--- src/rtl/aes_mixcol_engine.sv ---
// ============================================================================
// Module   : aes_mixcol_engine
// Purpose  : Iterative AES MixColumns / InvMixColumns engine for a full
//            128-bit state.  A block is accepted in IDLE, transformed
//            COLS_PER_CYCLE columns per cycle in BUSY, then held in DONE
//            until the consumer takes it.
// Ports    : clk_i, rst_ni         clock, async active-low reset
//            in_valid_i/in_ready_o input handshake
//            inv_i                 0 = MixColumns, 1 = InvMixColumns (latched)
//            state_i / state_o     128-bit state, column c at [127-32c -: 32],
//                                  row 0 in the MSB byte of each column
//            out_valid_o/out_ready_i output handshake
//            busy_o                high in BUSY and DONE
// Revision : 1.0 - initial release
// ============================================================================
`default_nettype none

module aes_mixcol_engine #(
    parameter int COLS_PER_CYCLE = 1
) (
    input  logic         clk_i,
    input  logic         rst_ni,
    input  logic         in_valid_i,
    output logic         in_ready_o,
    input  logic         inv_i,
    input  logic [127:0] state_i,
    output logic         out_valid_o,
    input  logic         out_ready_i,
    output logic [127:0] state_o,
    output logic         busy_o
);

    generate
        if (COLS_PER_CYCLE != 1 && COLS_PER_CYCLE != 2 && COLS_PER_CYCLE != 4) begin : g_bad_cols
            $error("aes_mixcol_engine: COLS_PER_CYCLE must be 1, 2 or 4");
        end
    endgenerate

    // Counter advance; 4 columns per cycle wraps to 0, which is harmless
    // because the block completes in that single cycle.
    localparam logic [1:0] c_col_step = 2'(COLS_PER_CYCLE);

    typedef enum logic [1:0] {
        ST_IDLE = 2'd0,
        ST_BUSY = 2'd1,
        ST_DONE = 2'd2
    } state_t;

    state_t        r_fsm;
    logic [1:0]    r_cnt;
    logic [127:0]  r_state;
    logic          r_inv;

    // GF(2^8) doubling, reduction polynomial 0x11b.
    function automatic logic [7:0] xtime(input logic [7:0] b);
        return {b[6:0], 1'b0} ^ (b[7] ? 8'h1b : 8'h00);
    endfunction

    // One column through the forward or inverse mixing matrix.  All
    // multiples come from a single xtime chain per byte.
    function automatic logic [31:0] mix_column(input logic [31:0] col, input logic inv);
        logic [7:0] a  [4];
        logic [7:0] x2 [4];
        logic [7:0] x4 [4];
        logic [7:0] x8 [4];
        logic [7:0] m3 [4];
        logic [7:0] m9 [4];
        logic [7:0] mb [4];
        logic [7:0] md [4];
        logic [7:0] me [4];
        logic [31:0] res;
        for (int i = 0; i < 4; i++) begin
            a[i]  = col[31-8*i -: 8];
            x2[i] = xtime(a[i]);
            x4[i] = xtime(x2[i]);
            x8[i] = xtime(x4[i]);
            m3[i] = x2[i] ^ a[i];
            m9[i] = x8[i] ^ a[i];
            mb[i] = x8[i] ^ x2[i] ^ a[i];
            md[i] = x8[i] ^ x4[i] ^ a[i];
            me[i] = x8[i] ^ x4[i] ^ x2[i];
        end
        if (!inv) begin
            res[31:24] = x2[0] ^ m3[1] ^ a[2]  ^ a[3];
            res[23:16] = a[0]  ^ x2[1] ^ m3[2] ^ a[3];
            res[15:8]  = a[0]  ^ a[1]  ^ x2[2] ^ m3[3];
            res[7:0]   = m3[0] ^ a[1]  ^ a[2]  ^ x2[3];
        end else begin
            res[31:24] = me[0] ^ mb[1] ^ md[2] ^ m9[3];
            res[23:16] = m9[0] ^ me[1] ^ mb[2] ^ md[3];
            res[15:8]  = md[0] ^ m9[1] ^ me[2] ^ mb[3];
            res[7:0]   = mb[0] ^ md[1] ^ m9[2] ^ me[3];
        end
        return res;
    endfunction

    // Per-lane column index, bit offset inside the state, and result.
    // Offset of column c is 32*(3-c), and 3-c equals ~c for a 2-bit c.
    logic [1:0]  w_idx [COLS_PER_CYCLE];
    logic [6:0]  w_pos [COLS_PER_CYCLE];
    logic [31:0] w_mix [COLS_PER_CYCLE];
    logic        w_last;

    for (genvar g = 0; g < COLS_PER_CYCLE; g++) begin : g_lane
        assign w_idx[g] = r_cnt + 2'(g);
        assign w_pos[g] = {~w_idx[g], 5'b00000};
        assign w_mix[g] = mix_column(r_state[w_pos[g] +: 32], r_inv);
    end

    assign w_last  = (w_idx[COLS_PER_CYCLE-1] == 2'd3);
    assign state_o = r_state;

    always_ff @(posedge clk_i or negedge rst_ni) begin
        if (!rst_ni) begin
            r_fsm       <= ST_IDLE;
            r_cnt       <= 2'd0;
            r_state     <= '0;
            r_inv       <= 1'b0;
            in_ready_o  <= 1'b1;
            out_valid_o <= 1'b0;
            busy_o      <= 1'b0;
        end else begin
            case (r_fsm)
                ST_IDLE: begin
                    if (in_valid_i) begin
                        r_state    <= state_i;
                        r_inv      <= inv_i;
                        r_cnt      <= 2'd0;
                        r_fsm      <= ST_BUSY;
                        in_ready_o <= 1'b0;
                        busy_o     <= 1'b1;
                    end
                end
                ST_BUSY: begin
                    for (int i = 0; i < COLS_PER_CYCLE; i++) begin
                        r_state[w_pos[i] +: 32] <= w_mix[i];
                    end
                    r_cnt <= r_cnt + c_col_step;
                    if (w_last) begin
                        r_fsm       <= ST_DONE;
                        out_valid_o <= 1'b1;
                    end
                end
                ST_DONE: begin
                    if (out_ready_i) begin
                        r_fsm       <= ST_IDLE;
                        out_valid_o <= 1'b0;
                        in_ready_o  <= 1'b1;
                        busy_o      <= 1'b0;
                    end
                end
                default: begin
                    r_fsm       <= ST_IDLE;
                    in_ready_o  <= 1'b1;
                    out_valid_o <= 1'b0;
                    busy_o      <= 1'b0;
                end
            endcase
        end
    end

endmodule

`default_nettype wire
--- config.mk ---
export PLATFORM = sky130hd
export DESIGN_NAME = aes_mixcol_engine
export DESIGN_NICKNAME = d
export VERILOG_FILES = /design/src/rtl/aes_mixcol_engine.sv
export SDC_FILE = /design/constraint.sdc
export NUM_CORES = 1
export LEC_CHECK = 0
export ABC_CLOCK_PERIOD_IN_PS = 6700
export BUFFER_PORTS_ARGS = -buffer_cell sky130_fd_sc_hd__buf_2
export CAP_MARGIN = 40
export CORE_UTILIZATION = 58
export DETAILED_ROUTE_END_ITERATION = 8
export HOLD_SLACK_MARGIN = 0.02
export PLACE_DENSITY = 0.95
export SLEW_MARGIN = 20
export SYNTH_ARGS = -nofsm -noshare
export SYNTH_HDL_FRONTEND = slang
export SYNTH_SLANG_ARGS = --single-unit
export TNS_END_PERCENT = 10
--- constraint.sdc ---
create_clock -name clk_i -period 6.7 [get_ports clk_i]
set_input_delay 1.34 -clock clk_i [delete_from_list [all_inputs] [get_ports clk_i]]
set_output_delay 1.34 -clock clk_i [all_outputs]
set_load 0.05 [all_outputs]
Yosys cells after proc, flatten, opt, wreduce, memory -nomap -nowiden
Index checks and enable logic that the tools add are counted.
Word-level totals
  bits in registers: 136
  logic and storage cells: 122
Operators by class
  bitwise gates (word level): 67
  muxes and demuxes: 30
  equal/unequal tests: 6
  reduce and logical (&&, ||, !) cells: 7
  add/sub/neg operators: 2
  shift-type cells: 3
Operators with widths (number)
  XOR 8 bit: 52
  case mux 128 bit (2 select lines): 1
  bitwise mux 128 bit: 1
  two-way mux 128 bit: 1
  variable shift 32 x 9 -> 128 bit (first input constant): 1
  variable part select 128 x 8 -> 32 bit: 1
  variable part select 32 x 9 -> 128 bit: 1
  XOR 8 x 5 -> 8 bit: 12
  two-way mux 5 bit: 12
  two-way mux 32 bit: 1
  negation 7 -> 9 bit: 1
  case mux 1 bit (3 select lines): 3
  AND reduction 3 bit: 3
  two-way mux 2 bit: 4
  inequality test 2 bit (second input constant): 3
  case mux 2 bit (3 select lines): 1
  two-way mux 1 bit: 5
  == test 2 bit (second input constant): 2
  case mux 2 bit (2 select lines): 1
  AND reduction 2 bit: 2
  adder 2 x 1 -> 2 bit (second input constant): 1
  == test 2 x 1 -> 1 bit (second input constant): 1
  logical NOT 2 bit: 1
  inverter 1 bit: 2
  2 further kinds: 2

Depth between registers and ports, before layout
Gate-level depths: netlist of run 1.
  depth after elaboration: 17
  gate-level depth with buffers: 12
  gate-level depth less buffers: 8

Worst setup path after synthesis of run 1
No wires, ideal clock.
  path type: reg2reg
  start: register r_state[22] (netlist: state_o[22])
  end: register r_state[60] (netlist: state_o[60])
  setup time: 133 ps
  data arrival time: 3078 ps
  cell stages (with the launch flop): 10
  clock period less this slack: 3211 ps
  setup slack: 3489 ps
  data required time: 6567 ps
  path through: dfrtp_1 -> mux4_2 -> buf_4 -> xor2_1 -> xor3_2 -> xnor3_1 -> xor2_1 -> nand2_1 -> xnor2_1 -> o22ai_1
On the way
  word-level cells in the longest chain between the ends: 14
Ends and longest elaborated chain
  from (decl): RTL line 51  | logic [127:0] r_state;
  from (signal assigned): RTL line 126  | r_state <= state_i;
  from (signal, indexed assignment): RTL line 136  | r_state[w_pos[i] +: 32] <= w_mix[i];
  variable part select 128 x 8 -> 32 bit *: RTL line 107  | assign w_mix[g] = mix_column(r_state[w_pos[g] +: 32], r_inv);
  XOR 8 x 5 -> 8 bit: RTL line 56  | return {b[6:0], 1'b0} ^ (b[7] ? 8'h1b : 8'h00);
  two-way mux 5 bit: RTL line 56
  XOR 8 x 5 -> 8 bit (2 in series): RTL line 56
  XOR 8 bit, on equally long branches: RTL line 80, 81, 79
  XOR 8 bit, on equally long branches: RTL line 80, 79, 81
  XOR 8 bit, on equally long branches (3 in series): RTL line 92, 89, 90
  two-way mux 32 bit *: RTL line 83  | if (!inv) begin
  variable part select 32 x 9 -> 128 bit *: RTL line 136
  bitwise mux 128 bit *: RTL line 136
  case mux 128 bit (2 select lines) *: RTL line 123  | case (r_fsm)
Every way passes the cells marked *; elsewhere a longest branch is shown, timed or not.
A chain may end at the register's enable or synchronous reset.

Worst setup path in the final report of run 1
  start: register r_cnt[0]
  end: register r_state[60] (netlist: state_o[60])
On the way
  word-level cells in the longest chain between the ends: 15
Ends and longest elaborated chain
  from (decl): RTL line 50  | logic [1:0] r_cnt;
  from (signal assigned): RTL line 138  | r_cnt <= r_cnt + c_col_step;
  inverter 2 bit *: RTL line 106  | assign w_pos[g] = {~w_idx[g], 5'b00000};
  variable part select 128 x 8 -> 32 bit: RTL line 107
  XOR 8 x 5 -> 8 bit / two-way mux 5 bit (equally long branches) (2 in series): RTL line 56
  two-way mux 5 bit / XOR 8 x 5 -> 8 bit (equally long branches): RTL line 56
  XOR 8 x 5 -> 8 bit: RTL line 56
  XOR 8 bit, on equally long branches (2 in series): RTL line 79, 80, 81
  XOR 8 bit, on equally long branches (3 in series)
  two-way mux 32 bit: RTL line 83
  variable part select 32 x 9 -> 128 bit: RTL line 136
  bitwise mux 128 bit *: RTL line 136
  case mux 128 bit (2 select lines) *: RTL line 123
Marked as above.

==> metrics.txt, run 1 <==
Ant. Diodes 0; post-CTS setup buffer count 0; Worst path slowest cell dfrtp_2; Remaining Overflow, GRT 0; crit path launch r_cnt[0]; final period utilization 63.32%; post-route cell area 11740 sq um; Worst slew margin 51.76%; worst hold slack 0.5065 ns; # rows 47; critical path class flop to flop; H-tree depth 4; initial core utilization 59.11%; via count 9427; max incr delay on CP 0.83 ns; post_cts resized 0; setup TNS 0 ns; WP buf/inv 1; top-count cell post-synth xnor2_1; Non-Filler Instances 1393; Hold Crit Class flop to flop; HPWL after DPL 24080 microns; met1 Usage GRT 49.48%; share of the synthesized area in the top cell type 34.58%; met2 Track Usage GR 63.14%; Hold Crit Depth 2; post-synthesis instance total 939; WL/cell 25.11 microns; initial antenna violation count 0; f_max 0.2357 GHz; final WL 34970 microns; worst endpoint required time 7.00 ns; Post-CTS Hold Buffers 0; Antenna Nets Post-Route 0; EDFF count, synth 0; R2R Path End state_o[60]; ys flop type dfrtp_1; r2r startpoint r_cnt[0]; crit-path max FO 23; pin count of the biggest net entering global routing 89; die area 17360 sq um; Die Ht 131.8 microns; syn_nets 1076; Worst Path Arrival 4.55 ns; worst skew pair latency 0.44 ns; warnings from Yosys 0; WHS Endpoint out_valid_o; crit path time final 4.242 ns; DRT iter0 DRCs 1307; Worst Setup Start Kind flop; kind of cell adding the most delay to the critical path XOR/XNOR gates; Overall Global Routing Usage 40.60%; ys async rst share 100.0%; Tightest Pin Transition 0.7236 ns; core area 16520 sq um; Seq/Total Area, Yosys 34.85%; RD Place Congestion 0.9939; Synth area leader dfrtp_1; Die Wd 131.8 microns; Area Overhead vs Synth 20.14%; #FFs+latches synth 136; max_cap viols 0; vias in the first global route 9586; Reg2Reg Depth 9; port bufs 263; drt first pass iters 6; via/cell ratio 6.767; CP Cell Sequence buf_4 > mux4_2 > xor2_1 > xor3_2 > xnor3_1 > xor2_1 > nand2_1 > xnor2_1 > o22ai_1; Pins Over Slew Limit 0; clock tree buffer depth 2; layer with the highest usage met2; M3 GR Usage 11.00%; run status finished, final reports clean; Fin. Hold Viols 0; share of post-route cells with drive strength above 1 32.05%; TritonCTS Buffers 17; hold_sp out_valid_o; Root Driver clkbuf_16; top post-synthesis cells by count 151 x xnor2_1, 135 x dfrtp_1, 96 x a21oi_1, 84 x nor2_1, 64 x o21ai_0; Post-Syn Area per Cell 10.40 sq um; R2R setup slack 2.46 ns; io pins 264; CP dominant cell by count xor2_1; DRC 0; Synth area leaders dfrtp_1 35%, xnor2_1 14%, mux4_2 5.8%; Post-Syn Area 9768 sq um; Worst Skew 0.01032 ns; Clock Pin Slew Worst Setup and Hold Paths 0.06 ns; Sink Count 136; Area after DPL 11050 sq um; setup violators final 0; endpoint class of the critical path flop; first-pass GRT wire length 53410 microns; DP Cell Count 1358; RSZ-0062 raised after global routing no; Yosys cell types 53; CTS tree done; nets 1297
per-layer routing:
layer  share of wire, %  vias up  wire length [microns]
li1                   -     3777                      -
met1                 34     4474                  11910
met2                 47      921                  16450
met3                 12      255                   4325
met4                6.5        0                   2290
met5                  0        -                      0
cells by family after synthesis:
family	Yosys count	share of synthesized area, %
and+or+nand+nor	160	7.276
adders and majority gates	4	0.5124
AOI/OAI and AO/OA	288	18.23
muxes	38	8.275
buffers and inverters	91	5.406
DFF	136	34.85
xor gates and xnor gates	222	25.45
placed cells by master (no fill, tap or decap), types with 4 or more instances in the layout:
| cell type | n |
|---|---|
| nand2_1 | 36 |
| and3_1 | 24 |
| o21ai_0 | 64 |
| a221oi_1 | 15 |
| a21o_1 | 4 |
| a21oi_1 | 92 |
| buf_4 | 19 |
| xor2_1 | 31 |
| o21ai_1 | 4 |
| nor2_1 | 84 |
| clkbuf_16 | 17 |
| xor3_1 | 5 |
| dfrtp_1 | 134 |
| buf_2 | 263 |
| mux4_1 | 7 |
| ha_1 | 4 |
| xnor2_2 | 8 |
| xnor2_4 | 8 |
| inv_1 | 6 |
| mux4_2 | 25 |
| mux2i_1 | 5 |
| o21a_1 | 28 |
| a221o_1 | 8 |
| o22ai_1 | 41 |
| nor2b_1 | 4 |
| xnor2_1 | 151 |
| a2bb2oi_1 | 20 |
| a21oi_2 | 5 |
| xnor3_1 | 12 |
sequential cells by signal, summed over array words and instances, names as in the netlist:
signal / cells
state_o: 128
r_cnt: 2
r_fsm: 2
busy_o: 1
in_ready_o: 1
out_valid_o: 1
r_inv: 1
worst min-delay path, cell delays in order, from the launching register on:
cell	delay [ns]
dfrtp_1	0.35
nand2_1	0.05
o21ai_0	0.06
area by class of cell:
type                            count  area [sq um]
Multi-Input combinational cell    712          5858
Fill cell                        1079          4790
Sequential cell                   136          3406
Timing Repair Buffer              287          1555
Clock buffer                       22         474.2
Tap cell                          220         275.3
Clock inverter                     10         143.9
Inverter                            6         22.52
how the worst max path moves through the flow:
stage / depth (start not counted) / endpoint
5_1_grt: 9 / state_o[66]
3_3_place_gp: 9 / state_o[60]
6_report: 9 / state_o[60]
4_1_cts: 9 / state_o[60]
2_1_floorplan: 9 / state_o[60]
3_5_place_dp: 9 / state_o[6]
through the flow:
stage	util (%)	setup slack (ns)
final	71.02	2.458
after global routing	71.02	2.272
after CTS	70.59	2.496
after detailed placement	66.85	2.552
after global placement	66.73	2.656
after floorplan	-	3.489
Power of run 1 is not shown: default switching activity piles up to over one toggle a cycle in this logic, so the estimate is an artifact.
==> run 2, diff against run 1 <==
--- a/config.mk
+++ b/config.mk
@@ -5,13 +5,13 @@
 export SDC_FILE = /design/constraint.sdc
 export NUM_CORES = 1
 export LEC_CHECK = 0
-export ABC_CLOCK_PERIOD_IN_PS = 6700
+export ABC_CLOCK_PERIOD_IN_PS = 4450
 export BUFFER_PORTS_ARGS = -buffer_cell sky130_fd_sc_hd__buf_2
 export CAP_MARGIN = 40
-export CORE_UTILIZATION = 58
+export CORE_UTILIZATION = 54
 export DETAILED_ROUTE_END_ITERATION = 8
 export HOLD_SLACK_MARGIN = 0.02
-export PLACE_DENSITY = 0.95
+export PLACE_DENSITY = 0.93
 export SLEW_MARGIN = 20
 export SYNTH_ARGS = -nofsm -noshare
 export SYNTH_HDL_FRONTEND = slang
==> constraint.sdc (replaced) <==
create_clock -name clk_i -period 4.45 [get_ports clk_i]
set_input_delay 0.89 -clock clk_i [delete_from_list [all_inputs] [get_ports clk_i]]
set_output_delay 0.89 -clock clk_i [all_outputs]
set_load 0.05 [all_outputs]
==> run 2 against run 1 <==
  * Fmax increased by 6.7%
  * Setup slack got worse by 2.0 ns
  * Clock-buffer cell count decreased by 3
  * Global-route usage decreased by 3.5 points
  * Routed wire length decreased by 3.4%
  * Critical path depth unchanged
  * Flip-flop and latch count unchanged
  * First-iteration DRC count decreased by 16%
==> metrics.txt, run 2 (synthesis results as in run 1) <==
DRC 0; core area 17480 sq um; R2R Path End state_o[67]; post-CTS setup buffer count 0; initial antenna violation count 0; Pins Over Slew Limit 0; Hold Crit Class primary input to asynchronous set/reset pin; Clock Pin Slew Worst Setup and Hold Paths 0.06 ns; port bufs 263; vias in the first global route 9047; # rows 48; Worst Skew 0.01432 ns; Fin. Hold Viols 0; setup TNS 0 ns; clock tree buffer depth 2; crit-path max FO 20; share of post-route cells with drive strength above 1 32.51%; RSZ-0062 raised after global routing no; Worst Path Arrival 4.27 ns; Worst path slowest cell dfrtp_2; DRT iter0 DRCs 1102; Worst slew margin 45.45%; HPWL after DPL 23810 microns; Reg2Reg Depth 9; WP buf/inv 1; Die Ht 136.5 microns; critical path class flop to flop; Tightest Pin Transition 0.8183 ns; Overall Global Routing Usage 37.12%; commonest non-fill, non-tap cell in the layout buf_2; Post-CTS Hold Buffers 0; TritonCTS Buffers 17; run status finished, final reports clean; max incr delay on CP 0.85 ns; via/cell ratio 6.491; commonest cells after routing, fill and taps aside 262 x buf_2, 151 x xnor2_1, 134 x dfrtp_1, 92 x a21oi_1, 84 x nor2_1; final WL 33780 microns; endpoint class of the critical path flop; die area 18630 sq um; CP endpoint state_o[67]; CP dominant cell by count xnor2_1; Area Overhead vs Synth 20.06%; via count 9113; max_cap viols 0; Sink Count 136; Remaining Overflow, GRT 0; WL/cell 24.06 microns; max reg flops 128; crit path time final 3.977 ns; setup violators final 0; first-pass GRT wire length 50770 microns; f_max 0.2514 GHz; post_cts resized 0; initial core utilization 55.89%; Worst Setup Start Kind flop; worst endpoint required time 4.74 ns; Antenna Nets Post-Route 0; Die Wd 136.5 microns; CTS tree done; crit path launch r_cnt[0]; worst skew pair latency 0.44 ns; fill cell count 1274; nets 1302; R2R setup slack 0.47 ns; RD Place Congestion 1.038; number of cells on the critical path 9; Root Driver clkbuf_16; H-tree depth 4; final period utilization 89.38%; r2r startpoint r_cnt[0]; drt first pass iters 6; CP Cell Sequence mux4_1 > buf_4 > xor2_1 > xnor2_1 > xnor2_1 > xnor2_1 > mux2i_1 > xnor2_1 > o22ai_1; pin count of the biggest net entering global routing 83; io pins 264; kind of cell adding the most delay to the critical path XOR/XNOR gates
-- run 2: stage by stage --
| step | instance area, sq um | setup slack (ns) | util (%) | hold WS, ns | instances |
|---|---|---|---|---|---|
| global route | 11730 | 0.3314 | 67.09 | 0.3150 | 1403 |
| global placement | 11100 | 0.5998 | 63.50 | 0.4892 | 1368 |
| detailed placement | 11150 | 0.5388 | 63.81 | 0.5040 | 1371 |
| finish | 11730 | 0.4727 | 67.10 | 0.3126 | 1404 |
| CTS | 11730 | 0.5156 | 67.09 | 0.3112 | 1403 |
| floorplan | 9768 | 1.239 | - | 0.5944 | 939 |
-- run 2: per-layer routing --
layer	vias up	routed length, microns	track usage (%)	part of all wire [%]
met3	203	4373	10.41	13
li1	3807	-	-	-
met2	850	15620	57.39	46
met5	-	0	0	0
met1	4253	11970	46.91	35
met4	0	1806	20.93	5.3
-- run 2: cell type report --
class / instances / area [sq um] / area share, %
Multi-Input combinational cell: 712 / 5858 / 49.95
Sequential cell: 136 / 3406 / 29.04
Antenna cell: 1 / 2.502 / 0.02134
Clock buffer: 19 / 452.9 / 3.862
Tap cell: 225 / 281.5 / 2.401
Inverter: 6 / 22.52 / 0.1920
Clock inverter: 13 / 120.1 / 1.024
Timing Repair Buffer: 292 / 1584 / 13.51
-- run 2: worst min-delay path by stage --
| stage | from | to | slack, ns | depth (start not counted) |
|---|---|---|---|---|
| 2_1_floorplan | rst_ni | busy_o | 0.59 | 0 |
| 3_3_place_gp | state_o[62] | state_o[62] | 0.49 | 1 |
| 3_5_place_dp | state_o[1] | state_o[1] | 0.50 | 2 |
| 4_1_cts | rst_ni | state_o[43] | 0.31 | 1 |
| 5_1_grt | rst_ni | state_o[18] | 0.31 | 1 |
| 6_report | rst_ni | state_o[48] | 0.31 | 1 |
Power of run 2 is left out for the same reason.
==> run 3, diff against run 2 <==
--- a/config.mk
+++ b/config.mk
@@ -8,10 +8,10 @@
 export ABC_CLOCK_PERIOD_IN_PS = 4450
 export BUFFER_PORTS_ARGS = -buffer_cell sky130_fd_sc_hd__buf_2
 export CAP_MARGIN = 40
-export CORE_UTILIZATION = 54
+export CORE_UTILIZATION = 45
 export DETAILED_ROUTE_END_ITERATION = 8
 export HOLD_SLACK_MARGIN = 0.02
-export PLACE_DENSITY = 0.93
+export PLACE_DENSITY = 0.81
 export SLEW_MARGIN = 20
 export SYNTH_ARGS = -nofsm -noshare
 export SYNTH_HDL_FRONTEND = slang
==> run 3 against run 2 <==
  * Setup slack lost 0.075 ns
  * Die area grew 20%
  * Sequential share of layout area shrank 0.17 points
  * Fmax shrank 1.8%
  * Register-to-register slack lost 0.07 ns
==> metrics.txt, run 3 (synthesis results as in run 1) <==
H-tree depth 4; max_cap viols 0; nets 1297; setup TNS 0 ns; via/cell ratio 6.204; RSZ-0062 raised after global routing no; Pins Over Slew Limit 0; pin count of the biggest net entering global routing 85; worst endpoint required time 4.73 ns; port bufs 263; clock tree buffer depth 2; setup violators final 0; Ant. Diodes 0; Area after DPL 11170 sq um; Area Overhead vs Synth 20.83%; R2R setup slack 0.40 ns; Worst slew margin 51.31%; TritonCTS Buffers 17; fill cell count 1832; share of post-route cells with drive strength above 1 32.23%; Root Driver clkbuf_16; post-CTS setup buffer count 0; Worst Path Arrival 4.33 ns; Hold Crit Class primary input to asynchronous set/reset pin; RD Place Congestion 1.028; Clock Pin Slew Worst Setup and Hold Paths 0.06 ns; initial antenna violation count 0; crit-path max FO 16; CTS tree done; endpoint class of the critical path flop; Worst Setup Start Kind flop; initial core utilization 46.18%; Sink Count 136; f_max 0.2468 GHz; max reg flops 128; Fin. Hold Viols 0; crit path time final 4.052 ns; Die Wd 149.3 microns; vias in the first global route 9200; Overall Global Routing Usage 32.48%; io pins 264; via count 8983; final WL 35290 microns; commonest cells after routing, fill and taps aside 262 x buf_2, 151 x xnor2_1, 133 x dfrtp_1, 92 x a21oi_1, 84 x nor2_1; Layout Utilization 55.79%; commonest non-fill, non-tap cell in the layout buf_2; HPWL after DPL 25310 microns; Non-Filler Instances 1448; drt first pass iters 5; core area 21150 sq um; WL/cell 24.37 microns; Remaining Overflow, GRT 0; # rows 53; die area 22300 sq um; DRT iter0 DRCs 897; Antenna Nets Post-Route 0; run status finished, final reports clean; Tightest Pin Transition 0.7303 ns; post_cts resized 0; first-pass GRT wire length 53470 microns; crit path launch r_cnt[0]; r2r startpoint r_cnt[0]; critical path class flop to flop; worst skew pair latency 0.43 ns; final period utilization 91.05%; DRC 0; Die Ht 149.3 microns; post-route cell area 11800 sq um; Post-CTS Hold Buffers 0; DP Cell Count 1415; Worst Skew 0.01243 ns
==> run 3: changes by cell type in the layout (fill, tap and decap cells not counted), moves of 2 or more <==
cell	before	now
buf_4	25	20
bufinv_16	1	3
clkinv_4	3	1
inv_6	3	1
==> run 3: critical path: stages (launching register included) <==
cell,delay (ns)
dfrtp_2,0.79
buf_4,0.37
mux4_2,0.64
xnor3_2,0.48
xor3_2,0.37
xnor3_1,0.41
xor2_1,0.17
nand2_1,0.09
xnor2_1,0.41
o22ai_1,0.17
==> run 3: layout make-up <==
class,instances,area [sq um],share of cell area [%]
Clock buffer,21,470.5,3.986
Clock inverter,11,145.1,1.230
Inverter,6,22.52,0.1908
Multi-Input combinational cell,712,5858,49.63
Sequential cell,136,3407,28.87
Tap cell,275,344.1,2.915
Timing Repair Buffer,287,1555,13.18
==> run 3: final timing paths <==
path | endpoint | cells past startpoint
setup reg to reg | state_o[92] | 9
min in group clk_i | state_o[47] | 2
hold reg to reg | state_o[47] | 2
max in group asynchronous | state_o[102] | 2
hold / removal | state_o[97] | 1
setup / recovery | state_o[92] | 9
==> run 3: metal layers <==
metal	track usage, %	part of all wire, %	vias to the layer above
met5	0	0	-
met4	15.26	4.1	0
met3	8.165	11	152
met2	52.05	48	744
met1	41.12	37	4291
li1	-	-	3796
==> run 3: per-stage QoR <==
stage	hold slack (ns)	setup slack [ns]
global placement	0.4818	0.5518
finish	0.4134	0.3982
floorplan	0.5944	1.239
global route	0.4485	0.2227
detailed placement	0.4960	0.4679
CTS	0.4210	0.4151
Power of run 3 is left out for the same reason.
